## src/rtl/sfp_div_pkg.sv

```systemverilog
// Shared types and elaboration-time helpers for the signed fixed-point vector divider.
package sfp_div_pkg;

  typedef enum logic [1:0] {
    IDLE = 2'd0,
    BUSY = 2'd1,
    DONE = 2'd2
  } state_e;

  // One quotient bit per iteration; the dividend is pre-scaled by 2^QW.
  function automatic int calc_k(input int iw, input int qw);
    return iw + qw + qw;
  endfunction

  function automatic logic [63:0] sat_max(input int w);
    return (64'd1 << (w - 1)) - 64'd1;
  endfunction

  function automatic logic [63:0] sat_min(input int w);
    return 64'd1 << (w - 1);
  endfunction

endpackage

```

## src/rtl/sfp_if.sv

```systemverilog
// N-lane bundle of W-bit signed fixed-point values.
interface sfp_if #(
  parameter int N = 3,
  parameter int W = 16
);
  logic [N-1:0][W-1:0] v;

  modport in  (input  v);
  modport out (output v);
endinterface

```

## src/rtl/sfp_div_lane.sv

```systemverilog
// One lane of the restoring divider: sign/magnitude prep, bit-serial iteration,
// zero-divisor handling and the final sign/saturate/wrap stage.
module sfp_div_lane
  import sfp_div_pkg::*;
#(
  parameter int IW   = 8,
  parameter int QW   = 8,
  parameter int CLIP = 1
) (
  input  logic               clk,
  input  logic               rst_n,
  input  logic               start,
  input  logic               step,
  input  logic [IW+QW-1:0]   a_i,
  input  logic [IW+QW-1:0]   b_i,
  output logic [IW+QW-1:0]   res_o,
  output logic               dbz_o,
  output logic               clip_o
);

  localparam int W  = IW + QW;
  localparam int DW = W + QW;
  localparam logic [63:0]   MAX64   = sat_max(W);
  localparam logic [63:0]   MIN64   = sat_min(W);
  localparam logic [W-1:0]  MAX_V   = MAX64[W-1:0];
  localparam logic [W-1:0]  MIN_V   = MIN64[W-1:0];
  localparam logic [W-1:0]  ONE_W   = {{(W-1){1'b0}}, 1'b1};
  localparam logic [DW-1:0] LIM_POS = {{QW{1'b0}}, MAX_V};
  localparam logic [DW-1:0] LIM_NEG = {{QW{1'b0}}, MIN_V};

  // Magnitudes are held as W-bit unsigned: |-2^(W-1)| = 2^(W-1) still fits.
  logic [W-1:0]  mag_a_s, mag_b_s;
  logic [W:0]    r_sh_s;
  logic          ge_s;
  logic [DW-1:0] dvd_d, dvd_q;
  logic [W-1:0]  rem_d, rem_q;
  logic [W-1:0]  mag_b_d, mag_b_q;
  logic          neg_d, neg_q;
  logic          dbz_d, dbz_q;
  logic          a_neg_d, a_neg_q;
  logic          a_zero_d, a_zero_q;
  logic          ovf_s;
  logic [W-1:0]  wrap_s;

  // Operand latch on start, one restoring step per step pulse; dvd doubles as quotient.
  always_comb begin
    mag_a_s  = a_i[W-1] ? (~a_i + ONE_W) : a_i;
    mag_b_s  = b_i[W-1] ? (~b_i + ONE_W) : b_i;
    r_sh_s   = {rem_q, dvd_q[DW-1]};
    ge_s     = (r_sh_s >= {1'b0, mag_b_q});
    dvd_d    = dvd_q;
    rem_d    = rem_q;
    mag_b_d  = mag_b_q;
    neg_d    = neg_q;
    dbz_d    = dbz_q;
    a_neg_d  = a_neg_q;
    a_zero_d = a_zero_q;
    if (start) begin
      dvd_d    = {mag_a_s, {QW{1'b0}}};
      rem_d    = '0;
      mag_b_d  = mag_b_s;
      neg_d    = a_i[W-1] ^ b_i[W-1];
      dbz_d    = (b_i == '0);
      a_neg_d  = a_i[W-1];
      a_zero_d = (a_i == '0);
    end else if (step && !dbz_q) begin
      rem_d = ge_s ? (r_sh_s[W-1:0] - mag_b_q) : r_sh_s[W-1:0];
      dvd_d = {dvd_q[DW-2:0], ge_s};
    end else begin
      dvd_d = dvd_q;
    end
  end

  always_ff @(posedge clk) begin
    if (!rst_n) begin
      dvd_q    <= '0;
      rem_q    <= '0;
      mag_b_q  <= '0;
      neg_q    <= 1'b0;
      dbz_q    <= 1'b0;
      a_neg_q  <= 1'b0;
      a_zero_q <= 1'b0;
    end else begin
      dvd_q    <= dvd_d;
      rem_q    <= rem_d;
      mag_b_q  <= mag_b_d;
      neg_q    <= neg_d;
      dbz_q    <= dbz_d;
      a_neg_q  <= a_neg_d;
      a_zero_q <= a_zero_d;
    end
  end

  // Sign application with range check; negative results may reach 2^(W-1) in magnitude.
  always_comb begin
    ovf_s  = neg_q ? (dvd_q > LIM_NEG) : (dvd_q > LIM_POS);
    wrap_s = neg_q ? (~dvd_q[W-1:0] + ONE_W) : dvd_q[W-1:0];
    res_o  = '0;
    clip_o = 1'b0;
    dbz_o  = dbz_q;
    if (dbz_q) begin
      if (a_zero_q) begin
        res_o = '0;
      end else begin
        res_o = a_neg_q ? MIN_V : MAX_V;
      end
    end else if (ovf_s) begin
      clip_o = 1'b1;
      if (CLIP != 0) begin
        res_o = neg_q ? MIN_V : MAX_V;
      end else begin
        res_o = wrap_s;
      end
    end else begin
      res_o = wrap_s;
    end
  end

endmodule

```

## src/rtl/sfp_vec_div.sv

```systemverilog
// N-lane signed fixed-point divider: lock-step restoring lanes under a
// three-state accept/iterate/present controller with valid/ready handshakes.
module sfp_vec_div
  import sfp_div_pkg::*;
#(
  parameter int N    = 3,
  parameter int IW   = 8,
  parameter int QW   = 8,
  parameter int CLIP = 1
) (
  input  logic         clk,
  input  logic         rst_n,
  input  logic         in_valid,
  output logic         in_ready,
  sfp_if.in            a,
  sfp_if.in            b,
  output logic         out_valid,
  input  logic         out_ready,
  sfp_if.out           out,
  output logic [N-1:0] div_by_zero,
  output logic [N-1:0] clipping
);

  localparam int W  = IW + QW;
  localparam int K  = calc_k(IW, QW);
  localparam int CW = $clog2(K + 1);
  localparam logic [CW-1:0] K_C   = CW'(K);
  localparam logic [CW-1:0] ONE_C = {{(CW-1){1'b0}}, 1'b1};

  state_e              state_d, state_q;
  logic [CW-1:0]       cnt_d, cnt_q;
  logic                in_ready_d, in_ready_q;
  logic                out_valid_d, out_valid_q;
  logic [N-1:0][W-1:0] res_d, res_q;
  logic [N-1:0]        dbz_d, dbz_q;
  logic [N-1:0]        clip_d, clip_q;
  logic                start_s, step_s, load_s;
  logic [N-1:0][W-1:0] lane_res_s;
  logic [N-1:0]        lane_dbz_s, lane_clip_s;

  for (genvar i = 0; i < N; i++) begin : g_lane
    sfp_div_lane #(
      .IW   (IW),
      .QW   (QW),
      .CLIP (CLIP)
    ) u_lane (
      .clk    (clk),
      .rst_n  (rst_n),
      .start  (start_s),
      .step   (step_s),
      .a_i    (a.v[i]),
      .b_i    (b.v[i]),
      .res_o  (lane_res_s[i]),
      .dbz_o  (lane_dbz_s[i]),
      .clip_o (lane_clip_s[i])
    );
  end

  // Controller: K step cycles after accept, then one cycle to capture lane results.
  always_comb begin
    state_d = state_q;
    cnt_d   = cnt_q;
    start_s = 1'b0;
    step_s  = 1'b0;
    load_s  = 1'b0;
    case (state_q)
      IDLE: begin
        if (in_valid) begin
          state_d = BUSY;
          start_s = 1'b1;
          cnt_d   = '0;
        end else begin
          state_d = IDLE;
        end
      end
      BUSY: begin
        if (cnt_q == K_C) begin
          state_d = DONE;
          load_s  = 1'b1;
        end else begin
          step_s = 1'b1;
          cnt_d  = cnt_q + ONE_C;
        end
      end
      DONE: begin
        if (out_ready) begin
          state_d = IDLE;
        end else begin
          state_d = DONE;
        end
      end
      default: begin
        state_d = IDLE;
        cnt_d   = '0;
      end
    endcase
    in_ready_d  = (state_d == IDLE);
    out_valid_d = (state_d == DONE);
    res_d       = load_s ? lane_res_s  : res_q;
    dbz_d       = load_s ? lane_dbz_s  : dbz_q;
    clip_d      = load_s ? lane_clip_s : clip_q;
  end

  always_ff @(posedge clk) begin
    if (!rst_n) begin
      state_q     <= IDLE;
      cnt_q       <= '0;
      in_ready_q  <= 1'b1;
      out_valid_q <= 1'b0;
      res_q       <= '0;
      dbz_q       <= '0;
      clip_q      <= '0;
    end else begin
      state_q     <= state_d;
      cnt_q       <= cnt_d;
      in_ready_q  <= in_ready_d;
      out_valid_q <= out_valid_d;
      res_q       <= res_d;
      dbz_q       <= dbz_d;
      clip_q      <= clip_d;
    end
  end

  assign in_ready    = in_ready_q;
  assign out_valid   = out_valid_q;
  assign out.v       = res_q;
  assign div_by_zero = dbz_q;
  assign clipping    = clip_q;

endmodule

```

## src/flat_wrapper.sv

```systemverilog
// flat-port wrapper written by rule: the top's interface ports become plain ports
module sfp_vec_div_flat import sfp_div_pkg::*;
#(
  parameter int N    = 3,
  parameter int IW   = 8,
  parameter int QW   = 8,
  parameter int CLIP = 1
)
  (clk, rst_n, in_valid, in_ready, out_valid, out_ready, div_by_zero, clipping, a_v, b_v, out_v);
  sfp_if #(.N(N), .W((16))) a_i ();
  sfp_if #(.N(N), .W((16))) b_i ();
  sfp_if #(.N(N), .W((16))) out_i ();
  input  logic clk;
  input  logic rst_n;
  input  logic in_valid;
  output logic in_ready;
  output logic out_valid;
  input  logic out_ready;
  output logic [N-1:0] div_by_zero;
  output logic [N-1:0] clipping;
  input wire logic [$bits(a_i.v)-1:0] a_v;
  input wire logic [$bits(b_i.v)-1:0] b_v;
  output wire logic [$bits(out_i.v)-1:0] out_v;
  assign a_i.v = a_v;
  assign b_i.v = b_v;
  assign out_v = out_i.v;
  sfp_vec_div #(.N(N), .IW(IW), .QW(QW), .CLIP(CLIP)) u_core (.clk(clk), .rst_n(rst_n), .in_valid(in_valid), .in_ready(in_ready), .a(a_i), .b(b_i), .out_valid(out_valid), .out_ready(out_ready), .out(out_i), .div_by_zero(div_by_zero), .clipping(clipping));
endmodule
```

## config.mk

```make
export PLATFORM = sky130hd
export DESIGN_NAME = sfp_vec_div_flat
export DESIGN_NICKNAME = d
export VERILOG_FILES = /design/src/rtl/sfp_div_pkg.sv /design/src/rtl/sfp_if.sv /design/src/rtl/sfp_div_lane.sv /design/src/rtl/sfp_vec_div.sv /design/src/flat_wrapper.sv
export SDC_FILE = /design/constraint.sdc
export NUM_CORES = 1
export LEC_CHECK = 0
export BUFFER_PORTS_ARGS = -buffer_cell sky130_fd_sc_hd__buf_2
export CELL_PAD_IN_SITES_DETAIL_PLACEMENT = 0
export CELL_PAD_IN_SITES_GLOBAL_PLACEMENT = 1
export CORE_ASPECT_RATIO = 0.75
export CORE_MARGIN = 2
export CORE_UTILIZATION = 40
export DETAILED_ROUTE_END_ITERATION = 10
export GPL_ROUTABILITY_DRIVEN = 0
export PLACE_DENSITY = 0.78
export SLEW_MARGIN = 25
export SYNTH_ARGS = -nofsm -noshare
export SYNTH_HDL_FRONTEND = slang
export SYNTH_SLANG_ARGS = --single-unit
export TNS_END_PERCENT = 50
```

## constraint.sdc

```tcl
create_clock -name clk -period 2.5 [get_ports clk]
set_input_delay 0.375 -clock clk [delete_from_list [all_inputs] [get_ports clk]]
set_output_delay 0.375 -clock clk [all_outputs]
set_load 0.1 [all_outputs]
```

After elaboration in Yosys (flattened, before gate mapping)
Cells that the tools add are included.
- add/sub/neg operators: 13
- order comparisons: 9
- eq/ne operators: 6
- muxes and demuxes: 55
- bitwise operators: 14
- reduce and logical (&&, ||, !) cells: 19
- operator list (kind ; number):
    $mux 16 ; 27
    $add 16x1->16 const B ; 9
    $mux 24 ; 6
    $not 16->16 ; 9
    $logic_not 16->1 ; 6
    $gt 24x15->1 const B ; 3
    $gt 24x16->1 const B ; 3
    $ge 17x16->1 ; 3
    $sub 16x16->16 ; 3
    $mux 1 ; 16
    $pmux 5 s3 ; 1
    $mux 5 ; 2
    $pmux 2 s3 ; 1
    $reduce_bool 2->1 ; 3
    $add 5x1->5 const B ; 1
    $eq 5x5->1 const B ; 1
    $eq 2x2->1 const B ; 2
    $logic_not 2->1 ; 2
    $mux 2 ; 2
    $ne 2x2->1 const B ; 2
    $logic_and 1x1->1 ; 3
    $logic_not 1->1 ; 3
    $reduce_and 3->1 ; 1
    $xor 1x1->1 ; 3
    other kinds (3) ; 4
- register bits after elaboration: 243
- bits of input ports: 100
- output and inout bits: 56
- logic and storage cells: 149

Longest topological paths before layout
Gate-level depths: netlist (run 1).
- depth in word-level cells: 6
- gate-level depth with buffers: 12

Modules after synthesis
Synthesis (run 1) repeated with hierarchy kept, for this count alone.
- cell total of the unflattened synthesis: 2094
- area, all modules: 15974.1 um2
- by module, submodules not included (module ; instances ; cells each ; area each (um2) ; sequential area each (um2)):
    sfp_div_lane (u_core.g_lane[2].u_lane) ; 1 ; 606 ; 4584.4 ; 1201.2
    sfp_div_lane (u_core.g_lane[1].u_lane) ; 1 ; 609 ; 4534.3 ; 1201.2
    sfp_div_lane (u_core.g_lane[0].u_lane) ; 1 ; 595 ; 4435.5 ; 1201.2
    sfp_vec_div ; 1 ; 284 ; 2419.8 ; 1261.2

Least setup slack after synthesis (run 1)
No wires, ideal clock.
- path kind: reg2reg
- start point: register u_core.g_lane[2].u_lane.mag_b_q[6]
- end point: register u_core.g_lane[2].u_lane.rem_q[10]
- arrival: 2.312 ns
- data required time: 2.367 ns
- path slack: 0.056 ns
- cell stages (with the launch flop): 12
- path buffers: 2
- period minus slack after synthesis: 2.444 ns
- cell sequence: dfxtp_1 > inv_1 > ha_1 > buf_2 > a21o_1 > or3_1 > o21ai_1 > a41oi_1 > a41o_1 > buf_4 > mux2i_1 > a21oi_1
- longest elaborated chain between the ends: 2
- elaborated cells between the ends (all ways): 3
- classes of those cells: 1 x add/sub; 1 x order compare; 1 x mux
- ends and longest elaborated chain (what ; RTL line ; text):
    start, declared ; sfp_div_lane.sv:37 ; logic [W-1:0] mag_b_d, mag_b_q;
    start signal, assigned ; sfp_div_lane.sv:86 ; mag_b_q <= mag_b_d;
    $sub 16x16->16 / $ge 17x16->1 (equally long branches) ; sfp_div_lane.sv:67, sfp_div_lane.sv:50 ;
    $mux 16 * ; sfp_div_lane.sv:67 ; rem_d = ge_s ? (r_sh_s[W-1:0] - mag_b_q) : r_sh_s[W-1:0];
    end signal, assigned ; sfp_div_lane.sv:85 ; rem_q <= rem_d;
    end, declared ; sfp_div_lane.sv:36 ; logic [W-1:0] rem_d, rem_q;
Every way passes the cells marked *; elsewhere a longest branch is shown, timed or not.
A chain may end at the register's enable or synchronous reset.

Worst setup path in the final report (run 1)
- start point: register u_core.g_lane[2].u_lane.dvd_q[23]
- end point: register u_core.g_lane[2].u_lane.rem_q[10]
- longest elaborated chain between the ends: 2
- elaborated cells between the ends (all ways): 3
- classes of those cells: 1 x add/sub; 1 x order compare; 1 x mux
- ends and longest elaborated chain (what ; RTL line ; text):
    start, declared ; sfp_div_lane.sv:35 ; logic [DW-1:0] dvd_d, dvd_q;
    start signal, assigned ; sfp_div_lane.sv:84 ; dvd_q <= dvd_d;
    $sub 16x16->16 / $ge 17x16->1 (equally long branches) ; sfp_div_lane.sv:67, sfp_div_lane.sv:50 ;
    $mux 16 * ; sfp_div_lane.sv:67 ;
Marks and branches as above.

==> results of run 1 <==
-- cells by family (layout without fill, tap and decap cells) --
logic type      after synthesis  count (layout)
fa+ha+maj                    62              62
mux                          36              36
xor+xnor                    118             118
flops                       243             243
buf+inv                     214             437
compound gates              657             657
simple gates                653             653
other cells                   0               6
-- synth_stat cells, types with 6 or more instances --
cell type	instances
a211oi_1	58
a21o_1	14
a21oi_1	229
a221oi_1	8
a22oi_1	21
a311oi_1	22
a31oi_1	25
and3_1	10
buf_1	8
buf_2	8
clkbuf_1	101
dfxtp_1	243
ha_1	59
inv_1	90
mux2i_1	36
nand2_1	210
nand2b_1	15
nand3_1	41
nand3b_1	9
nand4_1	24
nor2_1	179
nor2b_1	10
nor3_1	35
nor3b_1	7
nor4_1	15
o211ai_1	14
o21a_1	10
o21ai_0	115
o21ai_1	19
o221ai_1	15
o22ai_1	11
o31ai_1	35
o32ai_1	6
o41ai_1	12
or2_2	9
or3_1	25
or4_1	35
xnor2_1	56
xor2_1	62
-- layer usage --
layer	share of wire [%]	track usage [%]	up-vias
li1	-	-	7654
met1	47	30.87	7364
met2	46	37.54	348
met3	3.7	2.622	86
met4	3.2	7.657	0
met5	0	0	-
-- cell type report --
cell class / count / area (um^2) / share of cell area, %
Tap cell: 504 / 630.6 / 3.420
Inverter: 91 / 344.1 / 1.866
Antenna cell: 6 / 15.01 / 0.08144
Sequential cell: 243 / 4871 / 26.42
Clock inverter: 7 / 37.54 / 0.2036
Clock buffer: 43 / 858.3 / 4.656
Multi-Input combinational cell: 1526 / 9718 / 52.71
Timing Repair Buffer: 296 / 1962 / 10.64
-- metrics by stage --
step	std cells	cell area (um^2)	setup TNS (ns)	hold slack [ns]
2_1_floorplan	1983	15200	0	0.4400
3_3_place_gp	2653	17280	0	0.4524
3_5_place_dp	2653	17280	0	0.4551
4_1_cts	2703	18170	0	0.07639
5_1_grt	2716	18440	-0.1249	0.1242
6_report	2716	18440	0	0.1058
-- sequential cells by signal (all words and copies together) (netlist names) --
signal                         count
u_core.g_lane.u_lane.dvd_q        72
u_core.g_lane.u_lane.mag_b_q      48
u_core.g_lane.u_lane.rem_q        48
u_core.out.v                      48
u_core.cnt_q                       5
u_core.clipping                    3
u_core.div_by_zero                 3
u_core.g_lane.u_lane.a_neg_q       3
u_core.g_lane.u_lane.a_zero_q      3
u_core.g_lane.u_lane.dbz_o         3
u_core.g_lane.u_lane.neg_q         3
u_core.state_q                     2
u_core.in_ready                    1
u_core.out_valid                   1
-- worst max-delay path, delay by kind of cell, from the launching register on --
kind | cells | cell delay [ns]
fa+ha+maj | 2 | 0.58
simple gates | 3 | 0.87
buf+inv | 1 | 0.06
compound gates | 3 | 0.42
flops | 1 | 0.34
mux | 1 | 0.07
-- path summary, 6_finish.rpt --
check / startpoint / end / slack [ns] / depth (start not counted)
worst max-delay path: u_core.g_lane[2].u_lane.dvd_q[23]$_SDFFE_PN0P_ / u_core.g_lane[2].u_lane.rem_q[10]$_SDFFE_PP0P_ / 0.11 / 10
worst min-delay path: b_v[32] / u_core.g_lane[2].u_lane.mag_b_q[0]$_SDFFE_PN0P_ / 0.11 / 3
worst max register to register: u_core.g_lane[2].u_lane.dvd_q[23]$_SDFFE_PN0P_ / u_core.g_lane[2].u_lane.rem_q[10]$_SDFFE_PP0P_ / 0.11 / 10
worst min register to register: u_core.g_lane[0].u_lane.mag_b_q[0]$_SDFFE_PN0P_ / u_core.g_lane[0].u_lane.mag_b_q[0]$_SDFFE_PN0P_ / 0.46 / 2
-- repair_timing --
| item | in CTS | in global routing |
|---|---|---|
| pin swaps | 1 | 18 |
| endpoints found under the setup margin | 1 | 69 |
| hold buffers | 0 | 0 |
| gates resized for setup | 0 | 53 |
| setup buffers | 0 | 7 |
-- where the power goes --
part	internal (mW)	switching (mW)
registers	4.08	0.184
logic	1.64	2.05
clock network	2.34	1.69
==> impl_metrics.py, run 1 <==
metrics = {
    "power_and_ir_drop": {
        "finalPower_mw": 12.00,
        "vdd_ir_drop_max_uv": 547.3,
        "leakage_nw": 7.403,
        "power_density_nw_per_um2": 650.6,
    },
    "status": {
        "status": "completed",
    },
    "synthesis": {
        "syn_nets": 2145,
        "synth_compound_area_share_pct": 27.14,
        "synth-simple-area-share_pct": 20.92,
        "synth_fa_ha_area_share_pct": 5.251,
        "async_reset_ff_share_pct": 0,
        "syn_avg_cell_area_um2": 7.666,
        "synth.yosys.warnings": 0,
        "syn-cell-area_um2": 15200,
        "yosysSeqAreaShare_pct": 32.00,
        "synthMuxAreaShare_pct": 2.370,
        "synth_top_cells_by_area": "dfxtp_1 32%, a21oi_1 7.5%, nand2_1 5.2%",
        "yosys.cell_types.count": 80,
        "yosysTopAreaCellShare_pct": 32.00,
        "syn_inst": 1983,
        "synth_top_family_by_area": "compound AO/OA/AOI/OAI gates",
        "synth_edf_count": 0,
        "ys_ff_latch": 243,
        "synthFlopType": "dfxtp_1",
        "yosys.area_share.xor_xnor_pct": 6.798,
        "synth_top_cell_by_area": "dfxtp_1",
    },
    "global_route": {
        "grt_max_degree": 111,
        "grt_usage_pct": 22.74,
        "antenna_found_initial": 6,
        "grt_remaining_overflow": 0,
        "grt_pass1_wl_mm": 75.45,
        "grt_pass1_vias": 14571,
    },
    "sta": {
        "finalCritPeriodShare_pct": 95.71,
        "fin_ws_ns": 0.1073,
        "finalSetupViolations": 0,
        "worst_slew_pin_slew_ns": 0.7437,
        "hold_viol": 0,
        "finalMaxSlewViolations": 0,
        "fmax_mhz": 417.9,
        "slew_headroom_pct": 50.24,
        "rsz0062_at_grt": "true",
        "fin_skew_ns": 0.01664,
        "period_minus_slack_ns": 2.393,
    },
    "floorplan": {
        "core_um2": 37250,
        "die-height_um": 172.8,
        "dieArea_um2": 39600,
        "fp-row-count": 61,
        "io_pins": 156,
        "start_util_pct": 40.82,
        "die_w_um": 229.1,
    },
    "layout": {
        "num-fill-cells": 3695,
        "fin_nets": 2348,
        "area.growth.synth_to_final_pct": 21.28,
        "final_cell_mix": "238 x dfxtp_1, 224 x a21oi_1, 210 x nand2_1",
        "mostFrequentLayoutCell": "dfxtp_1",
        "finish.utilization_pct": 49.50,
        "drive_gt1_share_pct": 18.77,
    },
    "route": {
        "drt-initial-drc-count": 1178,
        "drt-total-wl_mm": 46.76,
        "viasPerCell": 5.689,
        "num_vias": 15452,
        "wl_per_cell_um": 17.21,
        "antenna_left": 0,
        "drc_errors": 0,
        "firstDrtPassIters": 7,
    },
    "placed_design": {
        "portBuffers": 155,
        "hpwlAfterDp_mm": 34.46,
        "pre_cts_ws_ns": 0.01435,
    },
    "clock_tree": {
        "cts.path.max_buffers": 3,
        "worstSkewPairLatency_ns": 0.56,
        "cts_sinks": 243,
        "tritoncts": "done",
        "cts_root_buffer": "clkbuf_16",
        "clk_pin_slew_ns": 0.06,
        "htreeDepth": 1,
        "cts_made_buffers": 28,
    },
    "hold_path": {
        "hp-class": "in -> reg",
    },
    "setup_path": {
        "path_class": "reg -> reg",
        "crit_chain": "inv_1, ha_1, fa_2, nand2b_1, a21oi_2, o41ai_1, or4b_2, nand3_1, mux2i_1, a21oi_1",
        "worstPathRequired_ns": 3.00,
        "critical_path.max_fanout": 3,
        "start_kind": "register",
        "max_stage_delay_ns": 0.60,
        "cp-end-kind": "register",
        "cpMaxStageDelayCell": "or4b_2",
        "cp.arrival_ns": 2.89,
    },
    "run": {
        "drv_cap": 0,
    },
}
No activity file was read; power rests on OpenSTA's default activity.
==> run 2, diff against run 1 <==
CELL_PAD_IN_SITES_DETAIL_PLACEMENT = default   (was 0)
CELL_PAD_IN_SITES_GLOBAL_PLACEMENT = default   (was 1)
CORE_UTILIZATION = 45   (was 40)
PLACE_DENSITY = 0.67   (was 0.78)
==> run 2 against run 1 <==
Final area down 1.4%. Setup slack worse by 0.080 ns. Worst hold slack better by 0.031 ns. Cell count down 3.0%. Largest cell class unchanged. Critical path type unchanged. Highest routed layer is now met5.
==> impl_metrics.py, run 2 (synthesized netlist as in run 1, its figures left out) <==
metrics = {
    "status": {
        "status": "completed",
    },
    "clock_tree": {
        "hold_buffers": 0,
        "worstSkewPairLatency_ns": 0.54,
        "cts_made_buffers": 25,
        "cts_root_buffer": "clkbuf_16",
        "cts.path.max_buffers": 3,
        "htreeDepth": 1,
        "clk_pin_slew_ns": 0.06,
        "tritoncts": "done",
        "cts_sinks": 243,
    },
    "placed_design": {
        "pre_cts_ws_ns": -0.08304,
        "hpwlAfterDp_mm": 33.29,
        "portBuffers": 155,
    },
    "route": {
        "viasPerCell": 5.921,
        "wl_per_cell_um": 17.41,
        "drc_errors": 0,
        "drt-total-wl_mm": 45.85,
        "drt-initial-drc-count": 1120,
        "firstDrtPassIters": 5,
        "num_vias": 15595,
        "antenna_left": 0,
    },
    "setup_path": {
        "worstPathRequired_ns": 2.93,
        "cp-end-kind": "register",
        "cp.arrival_ns": 2.90,
        "path_class": "reg -> reg",
        "critical_path.max_fanout": 4,
        "start_kind": "register",
    },
    "floorplan": {
        "start_util_pct": 45.54,
        "dieArea_um2": 35280,
        "io_pins": 156,
        "die-height_um": 163.2,
        "die_w_um": 216.2,
        "fp-row-count": 58,
        "core_um2": 33380,
    },
    "power_and_ir_drop": {
        "power_density_nw_per_um2": 653.4,
        "leakage_nw": 7.280,
        "vdd_ir_drop_max_uv": 436.2,
    },
    "sta": {
        "worst_slew_pin_slew_ns": 0.6080,
        "hold_viol": 0,
        "fin_ws_ns": 0.02770,
        "fmax_mhz": 404.5,
        "finalSetupViolations": 0,
        "rsz0062_at_grt": "true",
        "finalCritPeriodShare_pct": 98.89,
        "slew_headroom_pct": 59.09,
        "fin_skew_ns": 0.01004,
        "period_minus_slack_ns": 2.472,
        "tns_ns": 0,
        "finalMaxSlewViolations": 0,
    },
    "layout": {
        "largest_register_ffs": 72,
        "area.growth.synth_to_final_pct": 19.58,
        "top_register": "u_core.g_lane.u_lane.dvd_q",
        "fin_nets": 2320,
        "drive_gt1_share_pct": 17.75,
        "multiInputGateArea_um2": 9794,
        "ff_latch_area_um2": 4868,
        "mostFrequentLayoutCell": "dfxtp_1",
        "num-fill-cells": 3181,
        "finish.utilization_pct": 54.46,
        "final_cell_mix": "240 x dfxtp_1, 225 x a21oi_1, 209 x nand2_1",
    },
    "global_route": {
        "antenna_found_initial": 10,
        "grt_usage_pct": 25.22,
        "grt_remaining_overflow": 0,
        "grt_pass1_vias": 14891,
        "grt_max_degree": 80,
        "grt_pass1_wl_mm": 74.31,
    },
    "run": {
        "drv_cap": 0,
    },
    "hold_path": {
        "hp-class": "in -> reg",
    },
}
[run 2: report_power, final]
group	total (mW)	internal [mW]	switching, mW
Sequential	4.26	4.08	0.189
Clock	4.05	2.43	1.63
Combinational	3.56	1.53	2.03
[run 2: worst paths after layout]
path | start | end | slack (ns) | cells after the start
max | u_core.g_lane[2].u_lane.mag_b_q[3]$_SDFFE_PN0P_ | u_core.g_lane[2].u_lane.rem_q[12]$_SDFFE_PP0P_ | 0.03 | 10
min | b_v[32] | u_core.g_lane[2].u_lane.mag_b_q[0]$_SDFFE_PN0P_ | 0.14 | 3
max reg2reg | u_core.g_lane[2].u_lane.mag_b_q[3]$_SDFFE_PN0P_ | u_core.g_lane[2].u_lane.rem_q[12]$_SDFFE_PP0P_ | 0.03 | 10
min reg2reg | u_core.div_by_zero[2]$_SDFFE_PN0P_ | u_core.div_by_zero[2]$_SDFFE_PN0P_ | 0.47 | 2
[run 2: area by class of cell]
| type | count | area share (%) |
|---|---|---|
| clock buffer | 35 | 3.978 |
| timing repair buffer | 271 | 9.416 |
| inverter | 91 | 1.893 |
| sequential | 243 | 26.78 |
| clock inverter | 9 | 0.8328 |
| multi-input combinational | 1526 | 53.88 |
| antenna | 9 | 0.1239 |
| tap | 450 | 3.097 |
[run 2: metrics by stage]
| step | instances | hold WS [ns] | power, mW | area (um^2) |
|---|---|---|---|---|
| floorplan | 1983 | 0.4400 | 6.659 | 15200 |
| global placement | 2577 | 0.4492 | 7.606 | 16980 |
| detailed placement | 2577 | 0.4562 | 7.679 | 16980 |
| CTS | 2621 | 0.1192 | 11.75 | 17880 |
| global route | 2634 | 0.1480 | 12.52 | 18180 |
| finish | 2634 | 0.1366 | 11.88 | 18180 |
[run 2: critical path, cell delays in order (launching register included)]
cell      delay (ns)
dfxtp_1         0.32
inv_1           0.08
ha_1            0.29
buf_4           0.15
o21ai_0         0.36
a21oi_4         0.08
o21ai_0         0.39
a211oi_2        0.17
or3_1           0.37
nand3_1         0.09
a21oi_1         0.06
[run 2: metal layers]
metal  share of wire, %  vias up  track usage, %  routed length [um]
li1                   -     7634               -                   -
met1                 45     7387           32.88               20450
met2                 46      477           41.96               21280
met3                5.5       95           3.911                2520
met4                3.5        2           9.994                1585
met5              0.028        -               0                  13
[run 2: timing repair]
action | CTS | global route
setup endpoints to repair | 17 | 71
buffers inserted | 0 | 4
endpoints found under the hold margin | 0 | 0
gates resized for setup | 6 | 55
pin swaps | 1 | 7
